==> src/rtl/hilbert_pkg.sv <==
// ---------------------------------------------------------------------------
// hilbert_pkg
// Shared definitions for the multichannel Hilbert transformer:
//   hilbert_state_e : control FSM states (IDLE, MAC, OUT)
//   MAX_ACC         : widest accumulator the rounding helper accepts
//   round_sat       : round-half-up to Q1.(num_bits-1) and saturate
//   length_ok       : tap-count sanity check used at elaboration
// ---------------------------------------------------------------------------
package hilbert_pkg;

  typedef enum logic [1:0] {
    IDLE,
    MAC,
    OUT
  } hilbert_state_e;

  localparam int MAX_ACC = 128;

  // Adds half an output LSB, drops num_bits-1 fraction bits with an
  // arithmetic shift, then clamps into the signed num_bits range.
  function automatic logic signed [MAX_ACC-1:0] round_sat(
    input logic signed [MAX_ACC-1:0] acc,
    input int                        num_bits
  );
    logic signed [MAX_ACC-1:0] one;
    logic signed [MAX_ACC-1:0] rounded;
    logic signed [MAX_ACC-1:0] max_val;
    logic signed [MAX_ACC-1:0] min_val;
    one     = MAX_ACC'(1);
    rounded = (acc + (one <<< (num_bits - 2))) >>> (num_bits - 1);
    max_val = (one <<< (num_bits - 1)) - one;
    min_val = -max_val - one;
    if (rounded > max_val) begin
      round_sat = max_val;
    end else if (rounded < min_val) begin
      round_sat = min_val;
    end else begin
      round_sat = rounded;
    end
  endfunction

  // The group delay is only an integer number of samples for odd lengths.
  function automatic bit length_ok(input int len);
    length_ok = (len >= 3) && ((len % 2) == 1);
  endfunction

endpackage

==> src/rtl/hilbert_transformer_mc_mac.sv <==
// ---------------------------------------------------------------------------
// hilbert_mac
// Single signed multiply-accumulate shared by every tap and channel.
//   clk_i, reset_ni : clock, asynchronous active-low reset
//   clear           : zero the accumulator (wins over en)
//   en              : accumulate a*b
//   a, b            : signed coefficient and sample
//   result          : round_sat(acc + a*b), i.e. the value the accumulator
//                     would hold after this cycle, rounded and saturated
// ---------------------------------------------------------------------------
module hilbert_mac
  import hilbert_pkg::*;
#(
  parameter int NUM_BITS = 24,
  parameter int ACC_BITS = 52
) (
  input  logic                       clk_i,
  input  logic                       reset_ni,
  input  logic                       clear,
  input  logic                       en,
  input  logic signed [NUM_BITS-1:0] a,
  input  logic signed [NUM_BITS-1:0] b,
  output logic signed [NUM_BITS-1:0] result
);

  logic signed [2*NUM_BITS-1:0] product;
  logic signed [ACC_BITS-1:0]   acc;
  logic signed [ACC_BITS-1:0]   acc_sum;

  // Full-precision product, sign-extended into the accumulator width.
  // The result taps the sum so the final tap needs no extra cycle.
  always_comb begin
    product = a * b;
    acc_sum = acc + {{(ACC_BITS-2*NUM_BITS){product[2*NUM_BITS-1]}}, product};
    result  = NUM_BITS'(round_sat(MAX_ACC'(acc_sum), NUM_BITS));
  end

  // Accumulator register; clear has priority so a channel boundary can
  // both retire the sum and restart from zero on one edge.
  always_ff @(posedge clk_i or negedge reset_ni) begin
    if (!reset_ni) begin
      acc <= '0;
    end else if (clear) begin
      acc <= '0;
    end else if (en) begin
      acc <= acc_sum;
    end
  end

endmodule

==> src/rtl/hilbert_transformer_mc.sv <==
// ---------------------------------------------------------------------------
// hilbert_transformer_mc
// Turns NUM_CHANNELS real sample streams into quadrature pairs using one
// time-shared MAC. cos_o is the anti-symmetric Hilbert FIR output, sin_o is
// the input delayed by the FIR group delay (COEFF_LENGTH-1)/2.
//   clk_i, reset_ni : clock, asynchronous active-low reset
//   tick_i          : one-cycle new-sample strobe
//   signal_i[]      : per-channel samples, valid with tick_i
//   ha_coeffs[]     : Q1.(NUM_BITS-1) taps, static while busy
//   sin_o[], cos_o[]: quadrature outputs, updated together
//   done_o          : one-cycle pulse when outputs update
//   busy_o          : high from the accepted tick until done_o
//   overrun_o       : sticky, set when a tick arrives while busy
// ---------------------------------------------------------------------------
module hilbert_transformer_mc
  import hilbert_pkg::*;
#(
  parameter int NUM_BITS     = 24,
  parameter int COEFF_LENGTH = 13,
  parameter int NUM_CHANNELS = 2,
  parameter int ACC_BITS     = 2*NUM_BITS + $clog2(COEFF_LENGTH)
) (
  input  logic                       clk_i,
  input  logic                       reset_ni,
  input  logic                       tick_i,
  input  logic signed [NUM_BITS-1:0] signal_i  [NUM_CHANNELS],
  input  logic signed [NUM_BITS-1:0] ha_coeffs [COEFF_LENGTH],
  output logic signed [NUM_BITS-1:0] sin_o     [NUM_CHANNELS],
  output logic signed [NUM_BITS-1:0] cos_o     [NUM_CHANNELS],
  output logic                       done_o,
  output logic                       busy_o,
  output logic                       overrun_o
);

  localparam int IDX_W = $clog2(COEFF_LENGTH);
  localparam int CH_W  = (NUM_CHANNELS > 1) ? $clog2(NUM_CHANNELS) : 1;
  localparam logic [IDX_W-1:0] LAST_TAP = IDX_W'(COEFF_LENGTH - 1);
  localparam logic [IDX_W-1:0] SIN_TAP  = IDX_W'((COEFF_LENGTH - 1) / 2);
  localparam logic [IDX_W-1:0] LEN_IDX  = IDX_W'(COEFF_LENGTH);
  localparam logic [CH_W-1:0]  LAST_CH  = CH_W'(NUM_CHANNELS - 1);

  if (!length_ok(COEFF_LENGTH)) begin : g_bad_length
    $error("hilbert_transformer_mc: COEFF_LENGTH must be odd and >= 3");
  end
  if (ACC_BITS > MAX_ACC) begin : g_bad_acc
    $error("hilbert_transformer_mc: ACC_BITS exceeds MAX_ACC");
  end

  hilbert_state_e state, state_next;

  logic [IDX_W-1:0] wp, wp_inc, tap, rd_idx, sin_idx;
  logic [CH_W-1:0]  ch;
  logic signed [NUM_BITS-1:0] delay     [NUM_CHANNELS][COEFF_LENGTH];
  logic signed [NUM_BITS-1:0] cos_stage [NUM_CHANNELS];
  logic signed [NUM_BITS-1:0] mac_a, mac_b, mac_result;
  logic accept, tap_last, ch_last, mac_clear, mac_en;

  // State register.
  always_ff @(posedge clk_i or negedge reset_ni) begin
    if (!reset_ni) begin
      state <= IDLE;
    end else begin
      state <= state_next;
    end
  end

  // Next-state logic: one pass of MAC covers every tap of every channel.
  always_comb begin
    state_next = state;
    case (state)
      IDLE:    if (tick_i) state_next = MAC;
      MAC:     if (tap_last && ch_last) state_next = OUT;
      OUT:     state_next = IDLE;
      default: state_next = IDLE;
    endcase
  end

  // FSM outputs and MAC control.
  always_comb begin
    busy_o    = (state != IDLE);
    accept    = (state == IDLE) && tick_i;
    tap_last  = (tap == LAST_TAP);
    ch_last   = (ch == LAST_CH);
    mac_en    = (state == MAC);
    mac_clear = accept || ((state == MAC) && tap_last);
  end

  // Circular-buffer addressing. Odd lengths are never powers of two, so
  // LEN_IDX fits in IDX_W bits and the wrap-around sum stays exact.
  always_comb begin
    wp_inc  = (wp == LAST_TAP) ? '0 : wp + 1'b1;
    rd_idx  = (tap > wp) ? (wp + LEN_IDX - tap) : (wp - tap);
    sin_idx = (SIN_TAP > wp) ? (wp + LEN_IDX - SIN_TAP) : (wp - SIN_TAP);
    mac_a   = ha_coeffs[tap];
    mac_b   = delay[ch][rd_idx];
  end

  hilbert_mac #(
    .NUM_BITS (NUM_BITS),
    .ACC_BITS (ACC_BITS)
  ) u_mac (
    .clk_i    (clk_i),
    .reset_ni (reset_ni),
    .clear    (mac_clear),
    .en       (mac_en),
    .a        (mac_a),
    .b        (mac_b),
    .result   (mac_result)
  );

  // Datapath: delay-line writes, tap/channel sequencing, staging of each
  // channel's result and the simultaneous update of all outputs on OUT.
  always_ff @(posedge clk_i or negedge reset_ni) begin
    if (!reset_ni) begin
      wp        <= '0;
      tap       <= '0;
      ch        <= '0;
      done_o    <= 1'b0;
      overrun_o <= 1'b0;
      for (int c = 0; c < NUM_CHANNELS; c++) begin
        cos_stage[c] <= '0;
        sin_o[c]     <= '0;
        cos_o[c]     <= '0;
        for (int k = 0; k < COEFF_LENGTH; k++) begin
          delay[c][k] <= '0;
        end
      end
    end else begin
      done_o <= 1'b0;
      if (tick_i && (state != IDLE)) begin
        overrun_o <= 1'b1;
      end
      case (state)
        IDLE: begin
          if (tick_i) begin
            for (int c = 0; c < NUM_CHANNELS; c++) begin
              delay[c][wp_inc] <= signal_i[c];
            end
            wp  <= wp_inc;
            tap <= '0;
            ch  <= '0;
          end
        end
        MAC: begin
          if (tap_last) begin
            cos_stage[ch] <= mac_result;
            tap           <= '0;
            ch            <= ch_last ? '0 : ch + 1'b1;
          end else begin
            tap <= tap + 1'b1;
          end
        end
        OUT: begin
          for (int c = 0; c < NUM_CHANNELS; c++) begin
            cos_o[c] <= cos_stage[c];
            sin_o[c] <= delay[c][sin_idx];
          end
          done_o <= 1'b1;
        end
        default: ;
      endcase
    end
  end

endmodule

==> config.mk <==
export PLATFORM = sky130hd
export DESIGN_NAME = hilbert_transformer_mc
export DESIGN_NICKNAME = d
export VERILOG_FILES = /design/src/rtl/hilbert_pkg.sv /design/src/rtl/hilbert_transformer_mc_mac.sv /design/src/rtl/hilbert_transformer_mc.sv
export SDC_FILE = /design/constraint.sdc
export NUM_CORES = 2
export LEC_CHECK = 0
export ABC_AREA = 1
export CAP_MARGIN = 20
export CORE_AREA = 2 2 489 370
export CTS_CLUSTER_SIZE = 16
export DETAILED_ROUTE_END_ITERATION = 12
export DIE_AREA = 0 0 491 372
export DONT_BUFFER_PORTS = 1
export HOLD_SLACK_MARGIN = 0.05
export SYNTH_ARGS = -nofsm -noshare
export SYNTH_HDL_FRONTEND = slang
export SYNTH_SLANG_ARGS = --single-unit
==> constraint.sdc <==
create_clock -name clk_i -period 13 [get_ports clk_i]
set_input_delay 3.9 -clock clk_i [delete_from_list [all_inputs] [get_ports clk_i]]
set_output_delay 3.9 -clock clk_i [all_outputs]
set_load 0.1 [all_outputs]
==> impl_metrics.py <==
metrics = {
    "status": {
        "status": "finished with violations",
        "violations": "max-slew violations",
    },
    "layout": {
        "syn_to_final_growth_pct": 20.4,
        "drive_above_1_share_pct": 18.1,
        "multi_input_area_um2": 46100,
        "seq_area_um2": 20900,
        "nets": 11000,
        "fillCellCount": 17500,
        "instances_no_fill": 12300,
    },
    "clock_network": {
        "cts-buffers-inserted": 90,
        "cts_tree": "done",
        "htree_num_levels": 3,
        "clk_latency_ps": 750,
        "clock-root-buffer": "clkbuf_16",
        "cts_hold_buffers": 0,
        "cts.reportedPaths.clkPinSlew_ps": 60,
        "clock_sinks": 833,
        "cts_buffer_depth": 3,
    },
    "sta": {
        "min_period_ps": 12930,
        "rsz0062_at_grt": "yes",
        "max_freq_mhz": 77.3,
        "setup_tns_ps": 0,
        "finClkSkew_ps": 41.8,
        "finalSetupViolCount": 0,
        "hold_ws_ps": 483,
        "hold_violations": 0,
        "slew_headroom_pct": -2.79,
        "worstMarginPinSlew_ps": 1540,
        "post-route-period-util_pct": 99.5,
        "timing.final.max_slew_violations": 96,
    },
    "route": {
        "viasPerCell": 5.55,
        "drt_iter0_drc": 8213,
        "drc": 0,
        "totalWireLength_um": 284000,
        "ant_nets": 0,
        "drtPass1Iterations": 9,
        "routedWlPerCell_um": 23.0,
        "via_count": 68400,
    },
    "logic_synthesis": {
        "ys_seq_area_share_pct": 29.5,
        "synth_top_cell_area_share_pct": 29.5,
        "synth_commonest_cells": "nand2_1 (2,396), inv_1 (1,170), o21ai_0 (1,101)",
        "synthFlopType": "dfrtp_1",
        "ys_warn_count": 0,
        "synth_edf_count": 0,
        "synthMostInstantiatedCell": "nand2_1",
        "syn_inst": 9530,
        "synth_area_leader_cell": "dfrtp_1",
        "ys_seq_elements": 833,
        "synth_area_um2": 70800,
        "synth_cell_types": 56,
        "ys_top_cells_by_area": "dfrtp_1 (29%), fa_1 (17%), nand2_1 (13%)",
        "syn_area_per_cell_um2": 7.43,
        "synth_nets": 10700,
        "synthArstFlopShare_pct": 100,
    },
    "grt": {
        "antenna_found_initial": 22,
        "grt_pass1_vias": 65200,
        "grt_start_max_net_pins": 834,
        "grt.total_usage_pct": 30.3,
        "grt_pass1_wl_um": 421000,
        "overflow": 0,
    },
    "run": {
        "cap_violations": 0,
    },
    "setup_path": {
        "worst-path-max-fanout": 6,
        "cp-end-kind": "flip-flop",
        "crit_type": "in -> reg",
        "arrival_ps": 13550,
        "rr_endpoint": "cos_stage[8]",
        "max_stage_delay_ps": 610,
        "cp.required_ps": 13610,
        "cpMaxStageDelayCell": "fa_1",
        "worstSetupStartpointType": "input port",
        "crit_start": "ha_coeffs[138]",
        "rr_worst_depth": 69,
        "regToRegSetupSlack_ps": 340,
        "r2r_start": "wp[0]",
    },
    "die": {
        "io_pins": 462,
        "core_area_um2": 179000,
        "dieHeight_um": 372,
        "die-area_um2": 183000,
        "die_w_um": 491,
        "initial_core_util_pct": 39.6,
        "rows": 135,
    },
    "hold_path": {
        "holdPathStages": 2,
        "hp-start": "cos_stage[20]",
        "hold_end": "cos_stage[20]",
        "hold_class": "reg -> reg",
    },
    "placed_design": {
        "place_congestion": 1.03,
        "placed_cells": 12100,
        "port_buffers": 0,
        "dpl.hpwl_um": 202000,
    },
}
cell type report:
type                    instances  share of cell area (%)
clock inverters                34                   0.442
well taps                    2397                    3.52
repair buffers                849                    9.00
diodes                         15                  0.0440
inverters                    1208                    5.42
flip-flops and latches        833                    24.5
clock buffers                 126                    3.04
multi-input cells            6867                    54.1
layer usage:
layer  vias up  GRT usage [%]  wire (um)  part of all wire, %
met5         -              0        350                 0.12
met4        16           9.42       9480                  3.3
met3       505           10.2      35700                   13
met2      3545           42.3     115000                   40
met1     33200           44.0     123000                   43
li1      31100              -          -                    -
metrics by stage:
step	area, um^2	worst slack (ps)	utilization, %
2_1_floorplan	70800	48.9	-
3_3_place_gp	77900	-1360	43.6
3_5_place_dp	78000	-1450	43.6
4_1_cts	81700	0.975	45.7
5_1_grt	85200	-288	47.7
6_report	85200	67.6	47.7
cell families (layout without fill, tap and decap cells):
group                      after synthesis  count (layout)  synth area share (%)
AOI/OAI and AO/OA                     2085            2085                  17.1
xor gates and xnor gates                78              78                 0.986
adders and majority gates              812             812                  20.8
buffers and inverters                 1830            2217                  9.81
DFF                                    833             833                  29.5
muxes                                    3               3                0.0424
other                                    0              15                     0
and+or+nand+nor                       3889            3889                  21.8
layout by cell type, fill, tap and decap left out, types with 95 or more instances in the layout:
cell type and instances:
nand2_1 2192, inv_1 1082, o21ai_0 1072, nor2_1 939, dfrtp_1 829, buf_4 710, fa_1 564, a21oi_1 309
nand3_1 243, o211ai_1 173, nand2_2 165, ha_1 155, o311ai_0 130, o22ai_1 95, clkbuf_16 95
sequential cells by signal, summed over array words and instances, names as in the netlist:
name and flops:
tap 4, wp 4, cos_stage 48, u_mac.acc 52, ch 1, sin_o 48
delay 624, done_o 1, cos_o 48, overrun_o 1, state 2
worst max-delay path by stage:
stage | endpoint | slack, ps
2_1_floorplan | cos_stage[27] | 50
3_3_place_gp | cos_stage[21] | -1360
3_5_place_dp | cos_stage[0] | -1450
4_1_cts | cos_stage[0] | 1
5_1_grt | cos_stage[13] | -290
6_report | cos_stage[8] | 70
repair_timing:
item / 4_1_cts / 5_1_grt
buffers inserted: 19 / 71
resized for setup: 173 / 715
cloned: 1 / 5
setup endpoints to repair: 48 / 48
pin swaps: 39 / 336
critical path, delay by kind of cell:
kind | cells | cell delay, ps
AND/OR/NAND/NOR | 27 | 2680
XOR/XNOR | 1 | 170
AO/OA/AOI/OAI | 6 | 1190
adder cells (fa/ha/maj) | 9 | 4220
buffers and inverters | 13 | 1370
Power is left out: the tool's default activity adds up to more than one toggle a clock period on the data nets, which glitch-free logic cannot reach.
